### config.mk
export PLATFORM = sky130hd
export DESIGN_NAME = turn_controller_flat
export DESIGN_NICKNAME = d
export VERILOG_FILES = /design/src/rtl/turn_controller_if.sv /design/src/rtl/turn_controller.sv /design/src/flat_wrapper.sv
export SDC_FILE = /design/constraint.sdc
export NUM_CORES = 1
export LEC_CHECK = 0
export BUFFER_PORTS_ARGS = -buffer_cell sky130_fd_sc_hd__buf_2
export CORE_ASPECT_RATIO = 2
export CORE_MARGIN = 2
export CORE_UTILIZATION = 50
export DETAILED_ROUTE_END_ITERATION = 8
export GPL_TIMING_DRIVEN = 0
export HOLD_SLACK_MARGIN = 0.1
export PLACE_DENSITY = 0.7
export SLEW_MARGIN = 20
export SYNTH_ARGS = -nofsm -noshare
export SYNTH_HDL_FRONTEND = slang
export SYNTH_SLANG_ARGS = --single-unit
### constraint.sdc
create_clock -name clk -period 2.4 [get_ports clk]
set_input_delay 0.6 -clock clk [delete_from_list [all_inputs] [get_ports clk]]
set_output_delay 0.6 -clock clk [all_outputs]
set_load 0.01 [all_outputs]
### src/rtl/turn_controller_if.sv
// Control and handshake bundle between the turn controller (master) and the
// card/win checkers plus the game front end (slave).
interface turn_controller_if;
  logic       start;
  logic [1:0] N;
  logic       flip_valid;
  logic [3:0] flip_idx;
  logic       same_valid;
  logic       same_result;
  logic       win_valid;
  logic       win_flag;
  logic       check_req;
  logic [3:0] check_idx;
  logic       move_req;
  logic       next_turn;
  logic [1:0] T;
  logic [3:0] streak;
  logic       dup_flip;
  logic       winner_valid;
  logic [1:0] winner;

  modport master (
    input  start, N, flip_valid, flip_idx, same_valid, same_result,
           win_valid, win_flag,
    output check_req, check_idx, move_req, next_turn, T, streak,
           dup_flip, winner_valid, winner
  );

  modport slave (
    output start, N, flip_valid, flip_idx, same_valid, same_result,
           win_valid, win_flag,
    input  check_req, check_idx, move_req, next_turn, T, streak,
           dup_flip, winner_valid, winner
  );
endinterface

### src/rtl/turn_controller.sv
// Chicken-race turn sequencer: accepts flips, requests same-card checks,
// commands moves on matches, detects the winner and rotates the current player.
module turn_controller #(
  parameter int unsigned TIMEOUT = 1000
) (
  input  logic              clk,
  input  logic              rst,
  turn_controller_if.master bus
);
  localparam int unsigned CW       = 16;
  localparam int unsigned NW       = 2;
  localparam int unsigned IW       = 4;
  localparam int unsigned SW       = 4;
  localparam logic [CW-1:0] CNT_LAST = CW'(TIMEOUT - 1);
  localparam bit          TO_EN    = (TIMEOUT != 0);

  typedef enum logic [2:0] {
    S_IDLE, S_WAIT_FLIP, S_CHECK, S_MOVE, S_WIN_CHK, S_NEXT, S_DONE
  } state_e;

  state_e          state_q;
  logic [NW-1:0]   n_q;
  logic [NW-1:0]   t_q;
  logic [15:0]     mask_q;
  logic [CW-1:0]   cnt_q;
  logic [IW-1:0]   check_idx_q;
  logic [SW-1:0]   streak_q;
  logic [NW-1:0]   winner_q;
  logic            winner_valid_q;
  logic            check_req_q;
  logic            move_req_q;
  logic            next_turn_q;
  logic            dup_flip_q;

  // Strobes are raised on the transition into the state that owns them,
  // so each one is high exactly during the first cycle of that state.
  always_ff @(posedge clk or posedge rst) begin
    if (rst) begin
      state_q        <= S_IDLE;
      n_q            <= '0;
      t_q            <= '0;
      mask_q         <= '0;
      cnt_q          <= '0;
      check_idx_q    <= '0;
      streak_q       <= '0;
      winner_q       <= '0;
      winner_valid_q <= 1'b0;
      check_req_q    <= 1'b0;
      move_req_q     <= 1'b0;
      next_turn_q    <= 1'b0;
      dup_flip_q     <= 1'b0;
    end else begin
      check_req_q <= 1'b0;
      move_req_q  <= 1'b0;
      next_turn_q <= 1'b0;
      dup_flip_q  <= 1'b0;
      case (state_q)
        S_IDLE, S_DONE: begin
          if (bus.start) begin
            n_q            <= bus.N;
            t_q            <= '0;
            mask_q         <= '0;
            streak_q       <= '0;
            cnt_q          <= '0;
            winner_q       <= '0;
            winner_valid_q <= 1'b0;
            state_q        <= S_WAIT_FLIP;
          end
        end
        S_WAIT_FLIP: begin
          cnt_q <= cnt_q + CW'(1);
          if (bus.flip_valid && !mask_q[bus.flip_idx]) begin
            mask_q[bus.flip_idx] <= 1'b1;
            check_idx_q          <= bus.flip_idx;
            check_req_q          <= 1'b1;
            state_q              <= S_CHECK;
          end else begin
            if (bus.flip_valid) begin
              dup_flip_q <= 1'b1;
            end
            if (TO_EN && (cnt_q == CNT_LAST)) begin
              next_turn_q <= 1'b1;
              state_q     <= S_NEXT;
            end
          end
        end
        S_CHECK: begin
          // A response in the request cycle itself is not trusted.
          if (!check_req_q && bus.same_valid) begin
            if (bus.same_result) begin
              streak_q   <= (&streak_q) ? streak_q : streak_q + SW'(1);
              move_req_q <= 1'b1;
              state_q    <= S_MOVE;
            end else begin
              next_turn_q <= 1'b1;
              state_q     <= S_NEXT;
            end
          end
        end
        S_MOVE: begin
          state_q <= S_WIN_CHK;
        end
        S_WIN_CHK: begin
          if (bus.win_valid) begin
            if (bus.win_flag) begin
              winner_q       <= t_q;
              winner_valid_q <= 1'b1;
              state_q        <= S_DONE;
            end else if (&mask_q) begin
              next_turn_q <= 1'b1;
              state_q     <= S_NEXT;
            end else begin
              cnt_q   <= '0;
              state_q <= S_WAIT_FLIP;
            end
          end
        end
        S_NEXT: begin
          t_q      <= (t_q == n_q) ? NW'(0) : t_q + NW'(1);
          mask_q   <= '0;
          streak_q <= '0;
          cnt_q    <= '0;
          state_q  <= S_WAIT_FLIP;
        end
        default: begin
          state_q <= S_IDLE;
        end
      endcase
    end
  end

  assign bus.check_req    = check_req_q;
  assign bus.check_idx    = check_idx_q;
  assign bus.move_req     = move_req_q;
  assign bus.next_turn    = next_turn_q;
  assign bus.T            = t_q;
  assign bus.streak       = streak_q;
  assign bus.dup_flip     = dup_flip_q;
  assign bus.winner_valid = winner_valid_q;
  assign bus.winner       = winner_q;
endmodule
### src/flat_wrapper.sv
// flat-port wrapper written by rule: the top's interface ports become plain ports
module turn_controller_flat 
#(
  parameter int unsigned TIMEOUT = 1000
)
  (clk, rst, bus_start, bus_N, bus_flip_valid, bus_flip_idx, bus_same_valid, bus_same_result, bus_win_valid, bus_win_flag, bus_check_req, bus_check_idx, bus_move_req, bus_next_turn, bus_T, bus_streak, bus_dup_flip, bus_winner_valid, bus_winner);
  turn_controller_if bus_i ();
  input  logic clk;
  input  logic rst;
  input wire logic [$bits(bus_i.start)-1:0] bus_start;
  input wire logic [$bits(bus_i.N)-1:0] bus_N;
  input wire logic [$bits(bus_i.flip_valid)-1:0] bus_flip_valid;
  input wire logic [$bits(bus_i.flip_idx)-1:0] bus_flip_idx;
  input wire logic [$bits(bus_i.same_valid)-1:0] bus_same_valid;
  input wire logic [$bits(bus_i.same_result)-1:0] bus_same_result;
  input wire logic [$bits(bus_i.win_valid)-1:0] bus_win_valid;
  input wire logic [$bits(bus_i.win_flag)-1:0] bus_win_flag;
  output wire logic [$bits(bus_i.check_req)-1:0] bus_check_req;
  output wire logic [$bits(bus_i.check_idx)-1:0] bus_check_idx;
  output wire logic [$bits(bus_i.move_req)-1:0] bus_move_req;
  output wire logic [$bits(bus_i.next_turn)-1:0] bus_next_turn;
  output wire logic [$bits(bus_i.T)-1:0] bus_T;
  output wire logic [$bits(bus_i.streak)-1:0] bus_streak;
  output wire logic [$bits(bus_i.dup_flip)-1:0] bus_dup_flip;
  output wire logic [$bits(bus_i.winner_valid)-1:0] bus_winner_valid;
  output wire logic [$bits(bus_i.winner)-1:0] bus_winner;
  assign bus_i.start = bus_start;
  assign bus_i.N = bus_N;
  assign bus_i.flip_valid = bus_flip_valid;
  assign bus_i.flip_idx = bus_flip_idx;
  assign bus_i.same_valid = bus_same_valid;
  assign bus_i.same_result = bus_same_result;
  assign bus_i.win_valid = bus_win_valid;
  assign bus_i.win_flag = bus_win_flag;
  assign bus_check_req = bus_i.check_req;
  assign bus_check_idx = bus_i.check_idx;
  assign bus_move_req = bus_i.move_req;
  assign bus_next_turn = bus_i.next_turn;
  assign bus_T = bus_i.T;
  assign bus_streak = bus_i.streak;
  assign bus_dup_flip = bus_i.dup_flip;
  assign bus_winner_valid = bus_i.winner_valid;
  assign bus_winner = bus_i.winner;
  turn_controller #(.TIMEOUT(TIMEOUT)) u_core (.clk(clk), .rst(rst), .bus(bus_i));
endmodule
==> impl_metrics.json, run 1 <==
{
  "yosys-top-cells-area": "dfrtp_1, o21ai_0, nand2_1",
  "die_x_um": 57.46,
  "path_depth": 5,
  "clk_pin_slew_ns": 0.07,
  "area_delta_synth_final_pct": 13.57,
  "dieHeight_um": 110.9,
  "critPathLaunchType": "primary input",
  "syn_area_um2": 2858,
  "leakage_nw": 1.477,
  "final_layout_size_suffix_gt1_share_pct": 15.27,
  "clock_sinks": 54,
  "cp_max_fo": 9,
  "synth_nets": 314,
  "fin_crit_sh_pct": 95.12,
  "synthFlopType": "dfrtp_1",
  "worst_pin_slew_ns": 0.7882,
  "timing.fmax_mhz": 438.1,
  "vdd_ir_drop_max_mv": 0.7732,
  "firstDrtPassIters": 4,
  "endpoint": "u_core.state_q[1]",
  "ys_seq_area_share_pct": 47.29,
  "antenna_found_initial": 0,
  "grt_usage_pct": 21.04,
  "die-area_um2": 6373,
  "synth_area_leader_cell": "dfrtp_1",
  "io_pins": 31,
  "worstSetupEndpointType": "register",
  "grt_pass1_wl_um": 10670,
  "fin_setup_tns_ns": 0,
  "slew_violations": 0,
  "finalWirelength_um": 6351,
  "cts.hold.buffers_added": 0,
  "ys_seq_elements": 54,
  "required_ns": 2.58,
  "fill_cells": 486,
  "final_core_util_pct": 57.84,
  "setup_viol": 0,
  "place_congestion": 0.8996,
  "async_reset_ff_share_pct": 100.0,
  "cts_max_path_buffers": 2,
  "crit_chain": "clkbuf_1, mux4_2, a22oi_2, o21ai_0, mux2_4",
  "final_antenna_net_count": 0,
  "syn_area_per_cell_um2": 9.590,
  "synthCells": 298,
  "slowest_delay_ns": 0.65,
  "port-buffer-count": 27,
  "reg2reg_depth": 6,
  "cp.arrival_ns": 2.46,
  "max_slew_margin_pct": 46.97,
  "r2r_setup_slack_ns": 0.15,
  "place_ws_ns": -0.1833,
  "cp_slowest_cell": "mux4_2",
  "cts_root_buf": "clkbuf_16",
  "rsz0062_at_grt": "no",
  "clk_latency_ns": 0.29,
  "synth_cell_types": 50,
  "fin_crit_ns": 2.283,
  "dp_hpwl_um": 4629,
  "cts_buffers": 5,
  "power.density_nw_per_um2": 952.5,
  "initial_core_util_pct": 50.93,
  "num_antenna_cells": 0,
  "status": "completed",
  "row_count": 39,
  "vias": 2444,
  "worst_clock_skew_ns": 0.003583,
  "grt_pass1_vias": 2294,
  "path_buf_inv": 1,
  "grt_remaining_overflow": 0,
  "drc": 0,
  "synth_edf_count": 0,
  "core_area_um2": 5612,
  "crit_start": "bus_flip_idx[0]",
  "hold_path_class": "primary input to async pin",
  "drtIter0Drc": 114,
  "hold_viol": 0,
  "r2r-end": "u_core.cnt_q[3]",
  "cts_tree": "yes",
  "layout_setup_ws_ns": 0.1172,
  "r2r-start": "u_core.mask_q[15]",
  "htreeDepth": 2,
  "fin_nets": 349,
  "wire_per_inst_um": 16.08,
  "cap_violations": 0,
  "yosysWarnings": 0,
  "synth_top_area_share_pct": 47.29,
  "worst-setup-path-type": "primary input to register",
  "hold_ws_ns": 0.4017,
  "grt_max_degree": 31,
  "critPathTopFamily": "multiplexers",
  "vias_per_cell": 6.187
}
[synthesized netlist by cell type (all sizes together) (2+ instances only)]
cell type  number
mux2            4
a22o            3
nand2          38
nor2b           7
mux4            2
nand3          11
and2            7
nand2b          4
nor3            3
ha              2
o21ai          43
and3            4
a22oi           3
mux2i          10
nor3b           3
nand4          13
a21oi           5
nor4            3
a31oi           4
clkbuf         11
nor4b           2
nor2           13
buf             3
dfrtp          54
o31ai           2
a32o            6
inv            14
xor2            7
[metrics by stage]
stage	cell area [um^2]	power (mW)	std cells
after floorplan	2858	2.023	298
after global placement	3069	2.318	386
after detailed placement	3097	2.363	387
after CTS	3244	3.099	395
after global routing	3246	3.295	395
final	3246	3.091	395
[worst min-delay path by stage]
| stage | from | end | slack [ns] | depth (start not counted) |
|---|---|---|---|---|
| finish | rst | u_core.cnt_q[13] | 0.40 | 2 |
| global route | rst | u_core.cnt_q[14] | 0.46 | 2 |
| CTS | rst | u_core.cnt_q[13] | 0.43 | 2 |
| detailed placement | u_core.bus.check_idx[3] | u_core.bus.check_idx[3] | 0.46 | 1 |
| global placement | u_core.bus.check_idx[3] | u_core.bus.check_idx[3] | 0.46 | 1 |
| floorplan | u_core.mask_q[0] | u_core.mask_q[0] | 0.47 | 2 |
[per-layer routing]
| metal | up-vias | GRT usage [%] | wire length (um) |
|---|---|---|---|
| met4 | 0 | 9.302 | 174 |
| li1 | 1152 | - | - |
| met5 | - | 0 | 0 |
| met2 | 76 | 33.79 | 3223 |
| met1 | 1200 | 27.50 | 2629 |
| met3 | 16 | 3.267 | 323 |
[cell type report]
cell class / count / area, um^2 / share of cell area (%)
multi-input cells: 216 / 1376 / 42.41
flip-flops and latches: 54 / 1351 / 41.63
repair buffers: 28 / 162.7 / 5.012
clock buffers: 7 / 142.6 / 4.395
plain buffers: 14 / 78.83 / 2.429
well taps: 61 / 76.32 / 2.352
inverters: 14 / 52.55 / 1.619
clock inverters: 1 / 5.005 / 0.1542
[power breakdown]
group | switching, mW | leakage [nW] | internal, mW
Combinational | 0.711 | 0.672 | 0.432
Sequential | 0.145 | 0.732 | 1.07
Clock | 0.316 | 0.0739 | 0.414
[cells by family after synthesis]
| family | synth area share, % |
|---|---|
| xor+xnor | 2.452 |
| mux | 6.786 |
| simple gates | 20.23 |
| flops | 47.29 |
| fa+ha+maj | 0.8755 |
| buf+inv | 4.553 |
| compound gates | 17.82 |
[worst reg2reg max path, stage by stage (launching register included)]
cell	delay [ns]
dfrtp_1	0.39
nand4_1	0.16
o41ai_1	0.70
o2bb2ai_1	0.37
clkbuf_2	0.34
o21ai_0	0.13
o31ai_1	0.08
[repair_timing]
item | in CTS | in global routing
buffers inserted | 0 | 0
resized for setup | 0 | 2
setup endpoints to repair | 0 | 4
[cells in the final DEF (no fill, tap or decap), types with 2 or more instances in the layout]
cell | netlist | routed
nor3b_1 | 3 | 3
a22oi_1 | 2 | 2
ha_1 | 2 | 2
nand2b_1 | 4 | 4
mux2i_1 | 10 | 10
nor2b_1 | 7 | 7
o21ai_0 | 43 | 43
o31ai_1 | 2 | 2
inv_1 | 14 | 13
buf_2 | 1 | 28
nand4_1 | 13 | 13
and3_1 | 4 | 4
nor3_1 | 3 | 3
xor2_1 | 7 | 7
nand2_1 | 38 | 38
a31oi_1 | 4 | 4
clkbuf_16 | 0 | 5
mux2_2 | 3 | 3
nor4_1 | 3 | 3
a32o_1 | 6 | 6
nor2_1 | 13 | 13
a21oi_1 | 4 | 4
a22o_1 | 3 | 3
nor4b_1 | 2 | 2
clkbuf_1 | 11 | 11
dfrtp_1 | 54 | 54
nand3_1 | 11 | 11
and2_1 | 7 | 7
mux4_2 | 2 | 2
[registers in the layout (all words and copies together), names as in the netlist]
| name | flops |
|---|---|
| u_core.bus.T | 2 |
| u_core.bus.check_idx | 4 |
| u_core.bus.check_req | 1 |
| u_core.bus.dup_flip | 1 |
| u_core.bus.move_req | 1 |
| u_core.bus.next_turn | 1 |
| u_core.bus.streak | 4 |
| u_core.bus.winner | 2 |
| u_core.bus.winner_valid | 1 |
| u_core.cnt_q | 16 |
| u_core.mask_q | 16 |
| u_core.n_q | 2 |
| u_core.state_q | 3 |
(Power assumes the default switching activity.)
==> inputs of run 2 (changes only) <==
Settings changed: CORE_UTILIZATION 50 to 55, GPL_ROUTABILITY_DRIVEN from default to 0, PLACE_DENSITY 0.7 to 0.75, SLEW_MARGIN 20 to default.
==> impl_metrics.json, run 2 (same netlist as run 1, synthesis figures left out) <==
{
  "status": "completed",
  "initial_core_util_pct": 56.12,
  "leakage_nw": 1.450,
  "rsz0062_at_grt": "no",
  "vias_per_cell": 6.125,
  "setup_viol": 0,
  "required_ns": 2.61,
  "drc": 0,
  "clk_latency_ns": 0.32,
  "critPathLaunchType": "primary input",
  "most-common-layout-cells": "dfrtp_1, o21ai_0, nand2_1",
  "cp_max_fo": 9,
  "die_x_um": 54.97,
  "core_area_um2": 5092,
  "crit_chain": "clkbuf_1, mux4_2, a221oi_4, a21oi_2, mux2_4",
  "hold_path_class": "primary input to async pin",
  "drtIter0Drc": 84,
  "cap_violations": 0,
  "vias": 2401,
  "io_pins": 31,
  "grt_remaining_overflow": 0,
  "clock_sinks": 54,
  "reg2reg_depth": 6,
  "final_core_util_pct": 62.70,
  "cts_resized": 0,
  "cts.hold.buffers_added": 0,
  "worst_pin_slew_ns": 0.7825,
  "biggestRegsByFlops": "u_core.cnt_q x16, u_core.mask_q x16",
  "hold_viol": 0,
  "cts_tree": "yes",
  "antenna_found_initial": 0,
  "grt_pass1_vias": 2433,
  "fin_crit_ns": 2.213,
  "max_slew_margin_pct": 47.35,
  "clk_pin_slew_ns": 0.10,
  "worst_clock_skew_ns": 0.007181,
  "final_common_cell": "dfrtp_1",
  "postCtsSetupBuffers": 0,
  "grt_pass1_wl_um": 10980,
  "cp_slowest_cell": "mux4_2",
  "cts_root_buf": "clkbuf_8",
  "row_count": 37,
  "wire_per_inst_um": 16.87,
  "dieHeight_um": 105.9,
  "grt_usage_pct": 25.86,
  "final_antenna_net_count": 0,
  "worst-setup-path-type": "primary input to register",
  "vdd_ir_drop_max_mv": 0.6361,
  "power.density_nw_per_um2": 911.0,
  "die-area_um2": 5824,
  "cts_max_path_buffers": 2,
  "firstDrtPassIters": 4,
  "power_mw": 2.909,
  "grt_max_degree": 33,
  "finalWirelength_um": 6614,
  "cp.arrival_ns": 2.43,
  "fin_nets": 349,
  "cts_buffers": 5,
  "slew_violations": 0,
  "worstSetupEndpointType": "register",
  "slowest_delay_ns": 0.67,
  "area_delta_synth_final_pct": 11.73,
  "htreeDepth": 2,
  "final_layout_size_suffix_gt1_share_pct": 15.87,
  "num_antenna_cells": 0,
  "timing.fmax_mhz": 451.9,
  "fin_crit_sh_pct": 92.20,
  "dp_hpwl_um": 5039,
  "port-buffer-count": 27
}
run 2: final timing paths:
kind	start	end	slack, ns
setup / recovery	bus_flip_idx[0]	u_core.state_q[1]	0.19
hold / removal	rst	u_core.cnt_q[11]	0.30
setup reg to reg	u_core.state_q[1]	u_core.mask_q[0]	0.21
hold reg to reg	u_core.bus.check_idx[1]	u_core.bus.check_idx[1]	0.49
max in group asynchronous	rst	u_core.mask_q[4]	1.56
min in group clk	bus_N[0]	u_core.n_q[0]	0.48
run 2: critical path: cells and delay by family:
| family | cells | cell delay, ns |
|---|---|---|
| compound gates | 2 | 0.52 |
| buf+inv | 1 | 0.33 |
| mux | 2 | 0.98 |
run 2: report_power, final:
part,internal [mW],switching (mW)
clock network,0.234,0.302
logic,0.433,0.723
registers,1.07,0.145
total,1.74,1.17
run 2: area by class of cell:
cell class	instances	area (um^2)
plain buffers	14	77.57
flip-flops and latches	54	1351
repair buffers	28	155.1
fillers	457	1899
clock inverters	1	5.005
well taps	58	72.57
clock buffers	7	86.33
multi-input cells	216	1393
inverters	14	52.55
run 2: routing by layer:
layer | global-route usage, % | vias to the layer above | share of wire [%] | wire [um]
met1 | 28.07 | 1180 | 37 | 2440
met2 | 44.22 | 54 | 56 | 3729
met3 | 4.635 | 17 | 3.3 | 215
li1 | - | 1150 | - | -
met5 | 0 | - | 0 | 0
met4 | 14.63 | 0 | 3.5 | 229
run 2: stage by stage:
step	setup slack, ns	hold slack, ns	instance area, um^2	cells	TNS [ns]
after floorplan	0.05115	0.4695	2858	298	0
after CTS	0.1536	0.3119	3177	392	0
after global placement	-0.1795	0.4636	3065	383	-9.792
after detailed placement	-0.1663	0.4768	3085	384	-0.3235
after global routing	0.07365	0.3505	3193	392	0
final	0.1872	0.3025	3193	392	0
==> inputs of run 3 (changes only) <==
Settings changed: CELL_PAD_IN_SITES_DETAIL_PLACEMENT from default to 0, CELL_PAD_IN_SITES_GLOBAL_PLACEMENT from default to 1, CORE_ASPECT_RATIO 2 to default, CORE_UTILIZATION 55 to 45, PLACE_DENSITY 0.75 to default, PLACE_DENSITY_LB_ADDON from default to 0.1.
==> impl_metrics.json, run 3 (same netlist as run 1, synthesis figures left out) <==
{
  "status": "completed",
  "firstDrtPassIters": 4,
  "hold_path_class": "primary input to async pin",
  "multi_input_area_um2": 1379,
  "drtIter0Drc": 81,
  "cts_max_path_buffers": 2,
  "final_layout_size_suffix_gt1_share_pct": 15.87,
  "worst_pin_slew_ns": 0.8260,
  "drc": 0,
  "grt_pass1_vias": 2202,
  "power.internal_mw": 1.816,
  "regArea_um2": 1351,
  "final_common_cell": "dfrtp_1",
  "cts_buffers": 5,
  "dp_cells": 403,
  "grt_remaining_overflow": 0,
  "clkPwrFrac_pct": 20.8,
  "r2r-start": "u_core.state_q[1]",
  "cap_violations": 0,
  "clock_sinks": 54,
  "die_x_um": 83.69,
  "place_area_um2": 3109,
  "p_sw_mw": 1.167,
  "worst-setup-path-type": "primary input to register",
  "required_ns": 2.60,
  "antenna_found_initial": 0,
  "max_slew_margin_pct": 44.43,
  "io_pins": 31,
  "crit_start": "bus_flip_idx[1]",
  "leakage_nw": 1.454,
  "seq_power_share_pct": 40.7,
  "final_antenna_net_count": 0,
  "row_count": 29,
  "cts.hold.buffers_added": 0,
  "finalInstanceArea_um2": 3224,
  "biggestRegsByFlops": "u_core.cnt_q x16, u_core.mask_q x16",
  "die-area_um2": 7004,
  "combPwrFrac_pct": 38.5,
  "setup_viol": 0,
  "area_delta_synth_final_pct": 12.83,
  "hold_viol": 0,
  "worst_clock_skew_ns": 0.008025,
  "core_area_um2": 6241,
  "power.density_nw_per_um2": 925.0,
  "timing.fmax_mhz": 457.2,
  "clk_latency_ns": 0.31,
  "postCtsSetupBuffers": 0,
  "port-buffer-count": 27,
  "stdcell_count": 411,
  "cts_root_buf": "clkbuf_8",
  "vias_per_cell": 5.645,
  "grt_usage_pct": 19.44,
  "rsz0062_at_grt": "no",
  "worstSetupEndpointType": "register",
  "fin_crit_ns": 2.187,
  "vdd_ir_drop_max_mv": 0.3833,
  "cp.arrival_ns": 2.39,
  "vias": 2320,
  "grt_max_degree": 36,
  "num_antenna_cells": 0,
  "fin_crit_sh_pct": 91.13,
  "p_sw_share_pct": 39.12,
  "fin_nets": 349,
  "clk_pin_slew_ns": 0.10,
  "htreeDepth": 2,
  "cp_max_fo": 10,
  "cts_tree": "yes",
  "critPathLaunchType": "primary input",
  "slew_violations": 0,
  "dieHeight_um": 83.69,
  "most-common-layout-cells": "dfrtp_1, o21ai_0, nand2_1",
  "finalWirelength_um": 6556,
  "grt_pass1_wl_um": 11090,
  "wire_per_inst_um": 15.95,
  "initial_core_util_pct": 45.79,
  "dp_hpwl_um": 4681,
  "fill_cells": 605
}
-- run 3: changes by cell type in the layout (fill, tap and decap cells not counted), sizes merged --
cell and delta:
clkinv -1, bufinv +1, clkbuf -1, clkinvlp +1
-- run 3: layout make-up --
class                      instances  share of cell area (%)
multi-input combinational        216                   42.76
sequential                        54                   41.91
clock inverter                     2                   1.164
timing repair buffer              28                   4.812
tap                               77                   2.988
inverter                          14                   1.630
buffer                            14                   2.484
clock buffer                       6                   2.251
-- run 3: stage by stage --
stage | hold slack [ns] | setup slack [ns] | utilization (%) | power [mW] | setup TNS [ns]
4_1_cts | 0.2932 | 0.09082 | 51.58 | 3.003 | 0
6_report | 0.2811 | 0.2129 | 51.66 | 2.983 | 0
5_1_grt | 0.3086 | 0.05820 | 51.66 | 3.203 | 0
2_1_floorplan | 0.4695 | 0.05115 | - | 2.023 | 0
3_5_place_dp | 0.4747 | -0.2214 | 49.82 | 2.378 | -0.5811
3_3_place_gp | 0.4676 | -0.3008 | 49.50 | 2.362 | -16.68
-- run 3: path summary, 6_finish.rpt --
kind                                                 to  slack [ns]  depth (start not counted)
min in group clk                u_core.bus.check_idx[0]        0.50                          2
max in group asynchronous           u_core.bus.dup_flip        1.58                          3
worst max register to register         u_core.mask_q[0]        0.27                          6
worst max-delay path                  u_core.state_q[1]        0.21                          7
worst min register to register  u_core.bus.check_idx[0]        0.50                          2
worst min-delay path                   u_core.cnt_q[13]        0.28                          2
-- run 3: critical path: stages --
cell and delay (ns):
buf_6 0.12, buf_12 0.14, mux2i_1 0.11, mux4_2 0.55, a22oi_2 0.42, o21ai_0 0.16
mux2_4 0.28
-- run 3: what timing repair did --
item | in CTS | in global routing
endpoints found under the hold margin | 0 | 0
gates resized for setup | 0 | 5
setup endpoints to repair | 0 | 11
-- run 3: power by group through the flow --
stage          Clock, mW  Sequential, mW  Combinational (mW)
5_1_grt            0.681            1.24                1.28
2_1_floorplan          0            1.23               0.789
4_1_cts            0.638            1.22                1.15
6_report           0.620            1.22                1.15
3_3_place_gp           0            1.23                1.13
3_5_place_dp           0            1.23                1.15
-- run 3: layer usage --
layer  global-route usage [%]  part of all wire [%]  up-vias
li1                         -                     -     1145
met1                    28.63                    50     1132
met2                    30.11                    46       37
met3                    3.759                   3.3        6
met4                    3.959                  0.87        0
met5                        0                     0        -
